==> config.mk <==
export PLATFORM = sky130hd
export DESIGN_NAME = sound_glu_ram_reader
export DESIGN_NICKNAME = d
export VERILOG_FILES = /design/src/rtl/sound_glu_pkg.sv /design/src/rtl/sound_glu_ram_reader.sv
export SDC_FILE = /design/constraint.sdc
export NUM_CORES = 1
export LEC_CHECK = 0
export ABC_AREA = 1
export BUFFER_PORTS_ARGS = -buffer_cell sky130_fd_sc_hd__buf_2
export CAP_MARGIN = 20
export CORE_ASPECT_RATIO = 1.1
export CORE_MARGIN = 2
export CORE_UTILIZATION = 30
export DETAILED_ROUTE_END_ITERATION = 7
export HOLD_SLACK_MARGIN = 0.1
export PLACE_DENSITY = 0.61
export SYNTH_ARGS = -nofsm -noshare
export SYNTH_HDL_FRONTEND = slang
export SYNTH_SLANG_ARGS = --single-unit
==> constraint.sdc <==
create_clock -name clk_logic -period 1.95 [get_ports clk_logic]
set_clock_uncertainty 0.2 [all_clocks]
set_input_delay 0.195 -clock clk_logic [delete_from_list [all_inputs] [get_ports clk_logic]]
set_output_delay 0.195 -clock clk_logic [all_outputs]
set_load 0.01 [all_outputs]
==> src/rtl/sound_glu_pkg.sv <==
// Shared constants and types for the GLU sound block: DOC RAM window base,
// sound register addresses and the RAM reader state encoding.
package sound_glu_pkg;

    // Upper seven bits of the 21-bit SDRAM word address selecting the 64K DOC RAM window.
    localparam logic [6:0] DOC_RAM_WORD_BASE = 7'b0000100;

    typedef enum logic [15:0] {
        REG_SOUND_CTL    = 16'hC03C,
        REG_SOUND_DATA   = 16'hC03D,
        REG_SOUND_PTR_LO = 16'hC03E,
        REG_SOUND_PTR_HI = 16'hC03F
    } sound_reg_t;

    typedef enum logic [1:0] {
        IDLE = 2'd0,
        REQ  = 2'd1,
        WAIT = 2'd2
    } rd_state_t;

    function automatic logic [7:0] byte_lane(input logic [31:0] word, input logic [1:0] sel);
        logic [7:0] b;
        case (sel)
            2'd0:    b = word[7:0];
            2'd1:    b = word[15:8];
            2'd2:    b = word[23:16];
            default: b = word[31:24];
        endcase
        return b;
    endfunction

endpackage

==> src/rtl/sound_glu_ram_reader.sv <==
// Sound Data register read path into DOC RAM with IIgs one-behind semantics.
// Build option: SOUND_GLU_RD_PREFETCH_EN makes pointer writes prefetch the new byte.
module sound_glu_ram_reader
    import sound_glu_pkg::*;
#(
    parameter logic        ENABLE         = 1'b1,
    parameter int unsigned TIMEOUT_CYCLES = 255
) (
    input  logic        clk_logic,
    input  logic        system_reset,
    input  logic        rd_strobe_i,
    input  logic        wr_strobe_i,
    input  logic [7:0]  wr_data_i,
    input  logic [15:0] ptr_i,
    input  logic        auto_inc_i,
    input  logic        ptr_wr_i,
    output logic [7:0]  data_o,
    output logic        ptr_inc_o,
    output logic        busy_o,
    output logic        err_o,
    output logic        mem_rd_o,
    output logic [20:0] mem_addr_o,
    output logic [3:0]  mem_byte_en_o,
    input  logic        mem_ready_i,
    input  logic [31:0] mem_q_i,
    output rd_state_t   dbg_state_o
);

    localparam logic [7:0] TIMEOUT_LAST = 8'(TIMEOUT_CYCLES - 1);

    rd_state_t   state_r, state_nxt;
    logic [15:0] fetch_ptr_r, pend_ptr_r;
    logic        pending_r, cancel_r, err_r;
    logic [7:0]  data_r, wait_cnt_r;

    logic rd_fire, wr_fire, pf_fire, trig;
    logic in_wait, timeout, done, can_launch;
    logic launch_pend, launch_new, launch, slot_free, queue_new, drop;

    // A simultaneous CPU write takes the cycle: the read neither fetches nor increments.
    assign rd_fire = ENABLE && rd_strobe_i && !wr_strobe_i && !system_reset;
    assign wr_fire = ENABLE && wr_strobe_i;

`ifdef SOUND_GLU_RD_PREFETCH_EN
    assign pf_fire = ENABLE && ptr_wr_i && !system_reset;
`else
    logic unused_ptr_wr;
    assign unused_ptr_wr = ptr_wr_i;
    assign pf_fire       = 1'b0;
`endif

    assign trig        = rd_fire || pf_fire;
    assign in_wait     = (state_r == WAIT);
    assign timeout     = in_wait && !mem_ready_i && (wait_cnt_r == TIMEOUT_LAST);
    assign done        = in_wait && (mem_ready_i || timeout);
    // A queued fetch goes straight from the completing WAIT into REQ.
    assign can_launch  = (state_r == IDLE) || done;
    assign launch_pend = can_launch && pending_r;
    assign launch_new  = can_launch && !pending_r && trig;
    assign launch      = launch_pend || launch_new;
    assign slot_free   = !pending_r || launch_pend;
    assign queue_new   = trig && !launch_new && slot_free;
    assign drop        = trig && !launch_new && !slot_free;

    always_comb begin
        state_nxt = state_r;
        case (state_r)
            IDLE:    if (launch) state_nxt = REQ;
            REQ:     state_nxt = WAIT;
            WAIT:    if (done) state_nxt = launch ? REQ : IDLE;
            default: state_nxt = IDLE;
        endcase
    end

    always_ff @(posedge clk_logic) begin
        if (system_reset) begin
            state_r     <= IDLE;
            fetch_ptr_r <= 16'h0000;
            pend_ptr_r  <= 16'h0000;
            pending_r   <= 1'b0;
            cancel_r    <= 1'b0;
            err_r       <= 1'b0;
            data_r      <= 8'h00;
            wait_cnt_r  <= 8'h00;
        end else begin
            state_r <= state_nxt;
            if (launch)
                fetch_ptr_r <= launch_pend ? pend_ptr_r : ptr_i;
            if (queue_new) begin
                pending_r  <= 1'b1;
                pend_ptr_r <= ptr_i;
            end else if (launch_pend) begin
                pending_r <= 1'b0;
            end
            if (state_r == REQ)
                wait_cnt_r <= 8'h00;
            else if (in_wait)
                wait_cnt_r <= wait_cnt_r + 8'h01;
            // A CPU write during an outstanding fetch wins over its late result.
            if (done)
                cancel_r <= 1'b0;
            else if (wr_fire && state_r != IDLE)
                cancel_r <= 1'b1;
            if (wr_fire)
                data_r <= wr_data_i;
            else if (in_wait && mem_ready_i && !cancel_r)
                data_r <= byte_lane(mem_q_i, fetch_ptr_r[1:0]);
            if (timeout || drop)
                err_r <= 1'b1;
        end
    end

    // Memory handshake: mem_rd_o is a one-cycle request whose mem_addr_o holds
    // until the response; mem_ready_i is honoured only in WAIT, so strays are dropped.
    assign mem_rd_o      = (state_r == REQ);
    assign mem_addr_o    = {DOC_RAM_WORD_BASE, fetch_ptr_r[15:2]};
    assign mem_byte_en_o = 4'b1111;
    assign busy_o        = (state_r != IDLE);
    assign ptr_inc_o     = rd_fire && auto_inc_i;
    assign data_o        = data_r;
    assign err_o         = err_r;
    assign dbg_state_o   = state_r;

endmodule

==> flow_metrics.py, run 1 <==
metrics = {
    "run_status": {
        "status": "finished clean",
    },
    "clock_network": {
        "htreeDepth": 2,
        "cts.clk_slew.worst_paths_ns": 0.10,
        "tritoncts": "yes",
        "clock_path_buffers": 2,
        "clkSinkCount": 53,
        "clock_latency_ns": 0.32,
        "cts-buffers-inserted": 5,
        "cts_root_buf": "clkbuf_8",
    },
    "grt": {
        "track_usage_pct": 15.10,
        "antenna_found_initial": 0,
        "grt_max_degree": 38,
        "grt_pass1_wl_um": 13270,
        "grt_pass1_vias": 2912,
        "grt-ovfl-total": 0,
    },
    "pwr": {
        "ir_worst_vdd_mv": 0.2582,
        "total_leakage_power_nw": 2.075,
        "finalPower_mw": 2.346,
        "cellPowerDensity_nw_per_um2": 571.0,
        "switching_share_pct": 26.27,
        "power_frac_seq_pct": 48.3,
        "p_int_mw": 1.729,
        "clockPowerShare_pct": 33.9,
        "switchingPower_mw": 0.6162,
        "p_comb_share_pct": 17.9,
    },
    "timing": {
        "holdWs_ns": 0.1005,
        "finalCritPeriodShare_pct": 95.64,
        "hold_viol_final": 0,
        "grt_setup_unrepaired": "true",
        "fin_crit_ns": 1.865,
        "setup_viol": 0,
        "fmax_ghz": 0.5362,
        "drv_slew": 0,
    },
    "worst_setup_path": {
        "worstPathArrival_ns": 1.92,
        "worstPathMaxFanout": 8,
        "critPathBufInv": 3,
        "cpLargestDelayFamily": "simple AND/OR/NAND/NOR gates",
        "required_ns": 2.00,
        "crit_chain": "inv_2 -> ha_4 -> inv_2 -> nor2_4 -> nand2_2 -> a21o_4 -> nand2_8 -> nand2_8 -> clkbuf_16 -> nand4_1 -> nand2_1 -> nor2_1",
        "r2r-end": "pend_ptr_r[2]$_SDFFE_PP0P_",
        "worst_setup_path_end_kind": "flop",
        "slowest_stage": "dfxtp_2",
        "path_class": "flop to flop",
        "max_stage_delay_ns": 0.34,
        "rr_startpoint": "wait_cnt_r[0]$_SDFFE_PP0N_",
        "start_kind": "flop",
        "rr_worst_depth": 12,
        "r2r_slack_ns": 0.09,
    },
    "synthesis": {
        "ys_warn_count": 0,
        "synthSimpleGateAreaFrac_pct": 36.16,
        "synth_area_leaders": "dfxtp_1 35%, nand2_1 15%, inv_1 9.8%",
        "synth_top_family_by_area": "simple AND/OR/NAND/NOR gates",
        "synth_area_leader_cell": "dfxtp_1",
        "synthArstFlopShare_pct": 0,
        "synth_mux_area_share_pct": 0,
        "yosys-top-cells-count": "118 x nand2_1, 79 x inv_1, 53 x dfxtp_1",
        "avgSynthCellArea_um2": 6.561,
        "netlist_area_um2": 3038,
        "ys_ff_latch": 53,
        "synth-compound-area-share_pct": 7.125,
        "synth_enable_flop_cells": 0,
        "ys_seq_area_share_pct": 34.93,
        "synth_xor_xnor_area_share_pct": 0.5766,
        "ys.flop_type": "dfxtp_1",
        "synth_most_common_cell": "nand2_1",
        "synth-adder-area-share_pct": 0.8237,
        "syn_inst": 463,
        "synth_top_cell_area_share_pct": 34.93,
        "synthDistinctLibCells": 27,
    },
    "placement": {
        "place_area_um2": 3510,
        "numPortBuffers": 89,
        "dp_hpwl_um": 6015,
        "globalplace.congestion": 0.8651,
        "placedCellCount": 652,
    },
    "final_layout": {
        "final.fill_count": 984,
        "instances_no_fill": 701,
        "nets": 645,
        "final_area_um2": 4108,
        "antenna_cells": 0,
        "layout-drive-gt1-share_pct": 24.27,
        "synthToLayoutAreaGrowth_pct": 35.21,
    },
    "min_path": {
        "holdPathStages": 5,
        "min_path_type": "input port to flop",
        "min_from": "mem_q_i[17]",
        "hold_end": "data_o[1]$_SDFFE_PP0P_",
    },
    "floorplan": {
        "core_um2": 9842,
        "die_h_um": 109.5,
        "dieArea_um2": 10950,
        "fp.dieW_um": 99.95,
        "num_rows": 38,
        "initial_utilization_pct": 30.87,
        "io_pins": 102,
    },
    "drt": {
        "drc": 0,
        "routed_wl_um": 8665,
        "vias": 3224,
        "ant_nets": 0,
        "dr.pass1.iters": 5,
        "routedWlPerCell_um": 12.36,
        "initialDrtViolationCount": 333,
        "routed_via_density": 4.599,
    },
    "run": {
        "cap_viol_max_count": 0,
    },
}
per-stage QoR:
| step | setup TNS, ns | util [%] | setup slack [ns] |
|---|---|---|---|
| final | 0 | 41.74 | 0.08501 |
| after global routing | -0.2039 | 41.74 | -0.04979 |
| after CTS | 0 | 40.24 | 0.01236 |
| after detailed placement | 0 | 35.66 | 0.03464 |
| after global placement | 0 | 35.66 | 0.07044 |
| after floorplan | 0 | - | 0.1317 |
power groups by stage:
stage	registers [mW]	clock network [mW]	logic [mW]
3_3_place_gp	1.16	0	0.338
3_5_place_dp	1.16	0	0.344
4_1_cts	1.13	0.821	0.397
2_1_floorplan	1.16	0	0.218
6_report	1.13	0.794	0.419
5_1_grt	1.14	0.865	0.464
layer usage:
metal	GRT usage [%]	vias up	routed length, um
met5	0	-	0
met4	4.697	0	131
met3	2.289	11	416
met2	28.47	91	4453
met1	17.51	1461	3663
li1	-	1661	-
worst min-delay path, stage by stage:
cell	delay, ns
buf_2	0.07
nand2_1	0.05
nand4_1	0.10
nand2_1	0.06
a21oi_1	0.10
kinds of logic after synthesis:
family | after synthesis
buffers and inverters | 125
xor gates and xnor gates | 2
DFF | 53
and+or+nand+nor | 240
adders and majority gates | 2
AOI/OAI and AO/OA | 39
other | 2
sequential cells by signal (all words and copies together) (netlist names):
register	flops
pend_ptr_r	16
fetch_ptr_r	16
cancel_r	1
err_o	1
dbg_state_o	2
wait_cnt_r	8
data_o	8
pending_r	1
area by class of cell:
| cell class | count | area (um2) | area share (%) |
|---|---|---|---|
| clock inverter | 2 | 37.54 | 0.9138 |
| timing repair buffer | 144 | 999.7 | 24.34 |
| multi-input combinational | 295 | 1465 | 35.67 |
| inverter | 81 | 304.0 | 7.402 |
| clock buffer | 6 | 82.58 | 2.010 |
| tap | 120 | 150.1 | 3.655 |
| sequential | 53 | 1069 | 26.01 |
cells in the final DEF (no fill, tap or decap), types with 2 or more instances in the layout:
cell type,count
dfxtp_1,49
dfxtp_2,3
dlygate4sd3_1,33
nor2_1,40
clkbuf_8,6
inv_1,74
conb_1,11
a21oi_1,23
buf_2,89
buf_12,3
clkinv_1,2
nand4_1,38
nand3_4,3
o21ai_0,11
nand2_2,2
inv_2,5
nand2_8,3
buf_4,17
nand2_1,117
nand3_1,35
xor2_1,2
worst max-delay path by stage:
stage	start	end	slack, ns	cells after the start
2_1_floorplan	wait_cnt_r[0]$_SDFFE_PP0N_	pend_ptr_r[10]$_SDFFE_PP0P_	0.13	13
4_1_cts	wait_cnt_r[1]$_SDFFE_PP0N_	pend_ptr_r[3]$_SDFFE_PP0P_	0.01	11
3_3_place_gp	wait_cnt_r[0]$_SDFFE_PP0N_	fetch_ptr_r[8]$_SDFFE_PP0P_	0.07	12
6_report	wait_cnt_r[0]$_SDFFE_PP0N_	pend_ptr_r[2]$_SDFFE_PP0P_	0.09	12
3_5_place_dp	wait_cnt_r[0]$_SDFFE_PP0N_	pend_ptr_r[3]$_SDFFE_PP0P_	0.03	12
5_1_grt	wait_cnt_r[0]$_SDFFE_PP0N_	pend_ptr_r[4]$_SDFFE_PP0P_	-0.05	12
timing repair:
item	in CTS	in global routing
hold buffers	33	0
endpoints found under the hold margin	45	0
setup buffers	0	6
endpoints found under the setup margin	0	34
gates resized for setup	0	20
Note: power is estimated with default switching activity, not from simulation.
==> run 2, diff against run 1 <==
CORE_ASPECT_RATIO = 1.75   (was 1.1)
==> run 2 against run 1 <==
Compared with the run above:
- maximum frequency grew 1.7%
- largest cell class unchanged
- sequential cell count is the same
- first-iteration DRC count shrank 79%
- register-to-register slack gained 0.03 ns
- die area grew 0.28%
- count of clock-buffer cells in the layout shrank 1
- via count shrank 0.19%
- worst hold slack gained 0.0069 ns
- critical path type is now input port to flop
- final area grew 2.0%
- global-route usage grew 0.27 points
==> flow_metrics.py, run 2 (synthesis gave the netlist of run 1 again) <==
metrics = {
    "run_status": {
        "status": "finished clean",
    },
    "worst_setup_path": {
        "rr_startpoint": "wait_cnt_r[0]$_SDFFE_PP0N_",
        "slowest_stage": "dlygate4sd3_1",
        "worstPathArrival_ns": 1.83,
        "start_kind": "input port",
        "r2r-end": "pend_ptr_r[15]$_SDFFE_PP0P_",
        "worstPathMaxFanout": 27,
        "rr_worst_depth": 12,
        "worst_setup_path_end_kind": "flop",
        "path_class": "input port to flop",
        "r2r_slack_ns": 0.12,
        "required_ns": 1.94,
        "max_stage_delay_ns": 0.51,
        "crit_chain": "dlygate4sd3_1 -> buf_2 -> inv_1 -> nand3_1 -> clkinvlp_4 -> buf_12 -> nand4_1 -> nand3_1 -> nand2_1 -> inv_1",
    },
    "grt": {
        "grt_max_degree": 38,
        "track_usage_pct": 15.36,
        "grt_pass1_vias": 2925,
        "grt-ovfl-total": 0,
        "grt_pass1_wl_um": 13400,
        "antenna_found_initial": 0,
    },
    "drt": {
        "routed-wl-met3_um": 404,
        "routedWlPerCell_um": 12.08,
        "routed_via_density": 4.532,
        "vias": 3218,
        "dr.max_layer_used": "met4",
        "drc": 0,
        "routed_wl_um": 8579,
        "ant_nets": 0,
        "wl_met2_um": 4673,
        "dr.pass1.iters": 4,
        "initialDrtViolationCount": 71,
        "m1WireLength_um": 3378,
    },
    "final_layout": {
        "seq_area_um2": 1069,
        "mostFrequentLayoutCell": "nand2_1",
        "antenna_cells": 0,
        "layout-drive-gt1-share_pct": 24.10,
        "final.fill_count": 1043,
        "multi_input_area_um2": 1473,
        "nets": 649,
        "top_regs": "fetch_ptr_r x16, pend_ptr_r x16",
        "final_cell_mix": "117 x nand2_1, 89 x buf_2, 74 x inv_1, 49 x dfxtp_1, 40 x nor2_1",
        "synthToLayoutAreaGrowth_pct": 37.97,
        "final_util_pct": 42.56,
    },
    "clock_network": {
        "cts.clk_slew.worst_paths_ns": 0.07,
        "cts-buffers-inserted": 5,
        "clock_latency_ns": 0.29,
        "cts_root_buf": "clkbuf_16",
        "htreeDepth": 2,
        "tritoncts": "yes",
        "clock_path_buffers": 2,
        "clkSinkCount": 53,
    },
    "run": {
        "cap_viol_max_count": 0,
    },
    "min_path": {
        "holdPathStages": 5,
        "min_from": "mem_q_i[20]",
        "min_path_type": "input port to flop",
        "hold_end": "data_o[4]$_SDFFE_PP0P_",
    },
    "placement": {
        "place_ws_ns": 0.03020,
        "numPortBuffers": 89,
        "globalplace.congestion": 0.7781,
        "dp_hpwl_um": 5834,
    },
    "floorplan": {
        "dieArea_um2": 10980,
        "die_h_um": 137.1,
        "num_rows": 48,
        "fp.dieW_um": 80.07,
        "io_pins": 102,
        "initial_utilization_pct": 30.84,
        "core_um2": 9849,
    },
    "pwr": {
        "ir_worst_vdd_mv": 0.4508,
        "cellPowerDensity_nw_per_um2": 581.0,
        "total_leakage_power_nw": 2.099,
    },
    "timing": {
        "hold_viol_final": 0,
        "fmax_ghz": 0.5455,
        "drv_slew": 0,
        "fin_crit_ns": 1.833,
        "setup_viol": 0,
        "finalCritPeriodShare_pct": 94.00,
        "timing.final.ws_setup_ns": 0.1170,
    },
}
[run 2: changes by cell type in the layout (fill, tap and decap cells not counted), moves of 2 or more]
| cell | delta |
|---|---|
| clkbuf_8 | -6 |
| clkinv_2 | +2 |
| dlygate4sd3_1 | +5 |
| clkbuf_16 | +5 |
| buf_4 | -2 |
| nand3_2 | +2 |
[run 2: metrics by stage]
step           total power, mW  area (um2)  hold slack [ns]  instances   TNS, ns
2_1_floorplan            1.379        3072           0.1926        472         0
3_3_place_gp             1.493        3521           0.2585        656         0
3_5_place_dp             1.498        3521           0.2590        656         0
4_1_cts                  2.463        4044           0.1027        702         0
5_1_grt                  2.560        4192           0.1483        710  -0.06967
6_report                 2.435        4192           0.1074        710         0
[run 2: critical path: cells and delay by family]
kind                   cells  cell delay (ns)
buffers and inverters      6             1.17
and+or+nand+nor            4             0.43
[run 2: final cells by class]
cell class,instances,area share [%]
clock inverters,3,0.4179
flip-flops and latches,53,25.49
multi-input cells,296,35.13
repair buffers,147,24.90
inverters,81,7.343
well taps,125,3.731
clock buffers,5,2.985
[run 2: layer usage]
layer / global-route usage (%) / vias to the layer above
met5: 0 / -
met4: 4.896 / 0
met3: 2.375 / 11
met2: 29.77 / 90
met1: 16.49 / 1451
li1: - / 1666
[run 2: how the worst max path moves through the flow]
| stage | slack [ns] | depth (start not counted) | endpoint | startpoint |
|---|---|---|---|---|
| after global placement | 0.08 | 12 | pend_ptr_r[6]$_SDFFE_PP0P_ | wait_cnt_r[0]$_SDFFE_PP0N_ |
| final | 0.12 | 10 | fetch_ptr_r[12]$_SDFFE_PP0P_ | system_reset |
| after floorplan | 0.13 | 13 | pend_ptr_r[10]$_SDFFE_PP0P_ | wait_cnt_r[0]$_SDFFE_PP0N_ |
| after global routing | -0.03 | 8 | wait_cnt_r[7]$_SDFFE_PP0N_ | dbg_state_o[0]$_SDFFE_PP0P_ |
| after CTS | 0.01 | 12 | pend_ptr_r[15]$_SDFFE_PP0P_ | wait_cnt_r[0]$_SDFFE_PP0N_ |
| after detailed placement | 0.03 | 12 | pend_ptr_r[15]$_SDFFE_PP0P_ | wait_cnt_r[0]$_SDFFE_PP0N_ |
[run 2: what timing repair did]
item	in CTS	in global routing
setup buffers	0	5
setup endpoints to repair	0	39
gates resized for setup	0	19
hold endpoints to repair	44	0
hold buffers	38	0
[run 2: power breakdown]
part / switching (mW) / internal, mW
registers: 0.0176 / 1.11
clock network: 0.402 / 0.472
logic: 0.220 / 0.210
total: 0.640 / 1.80
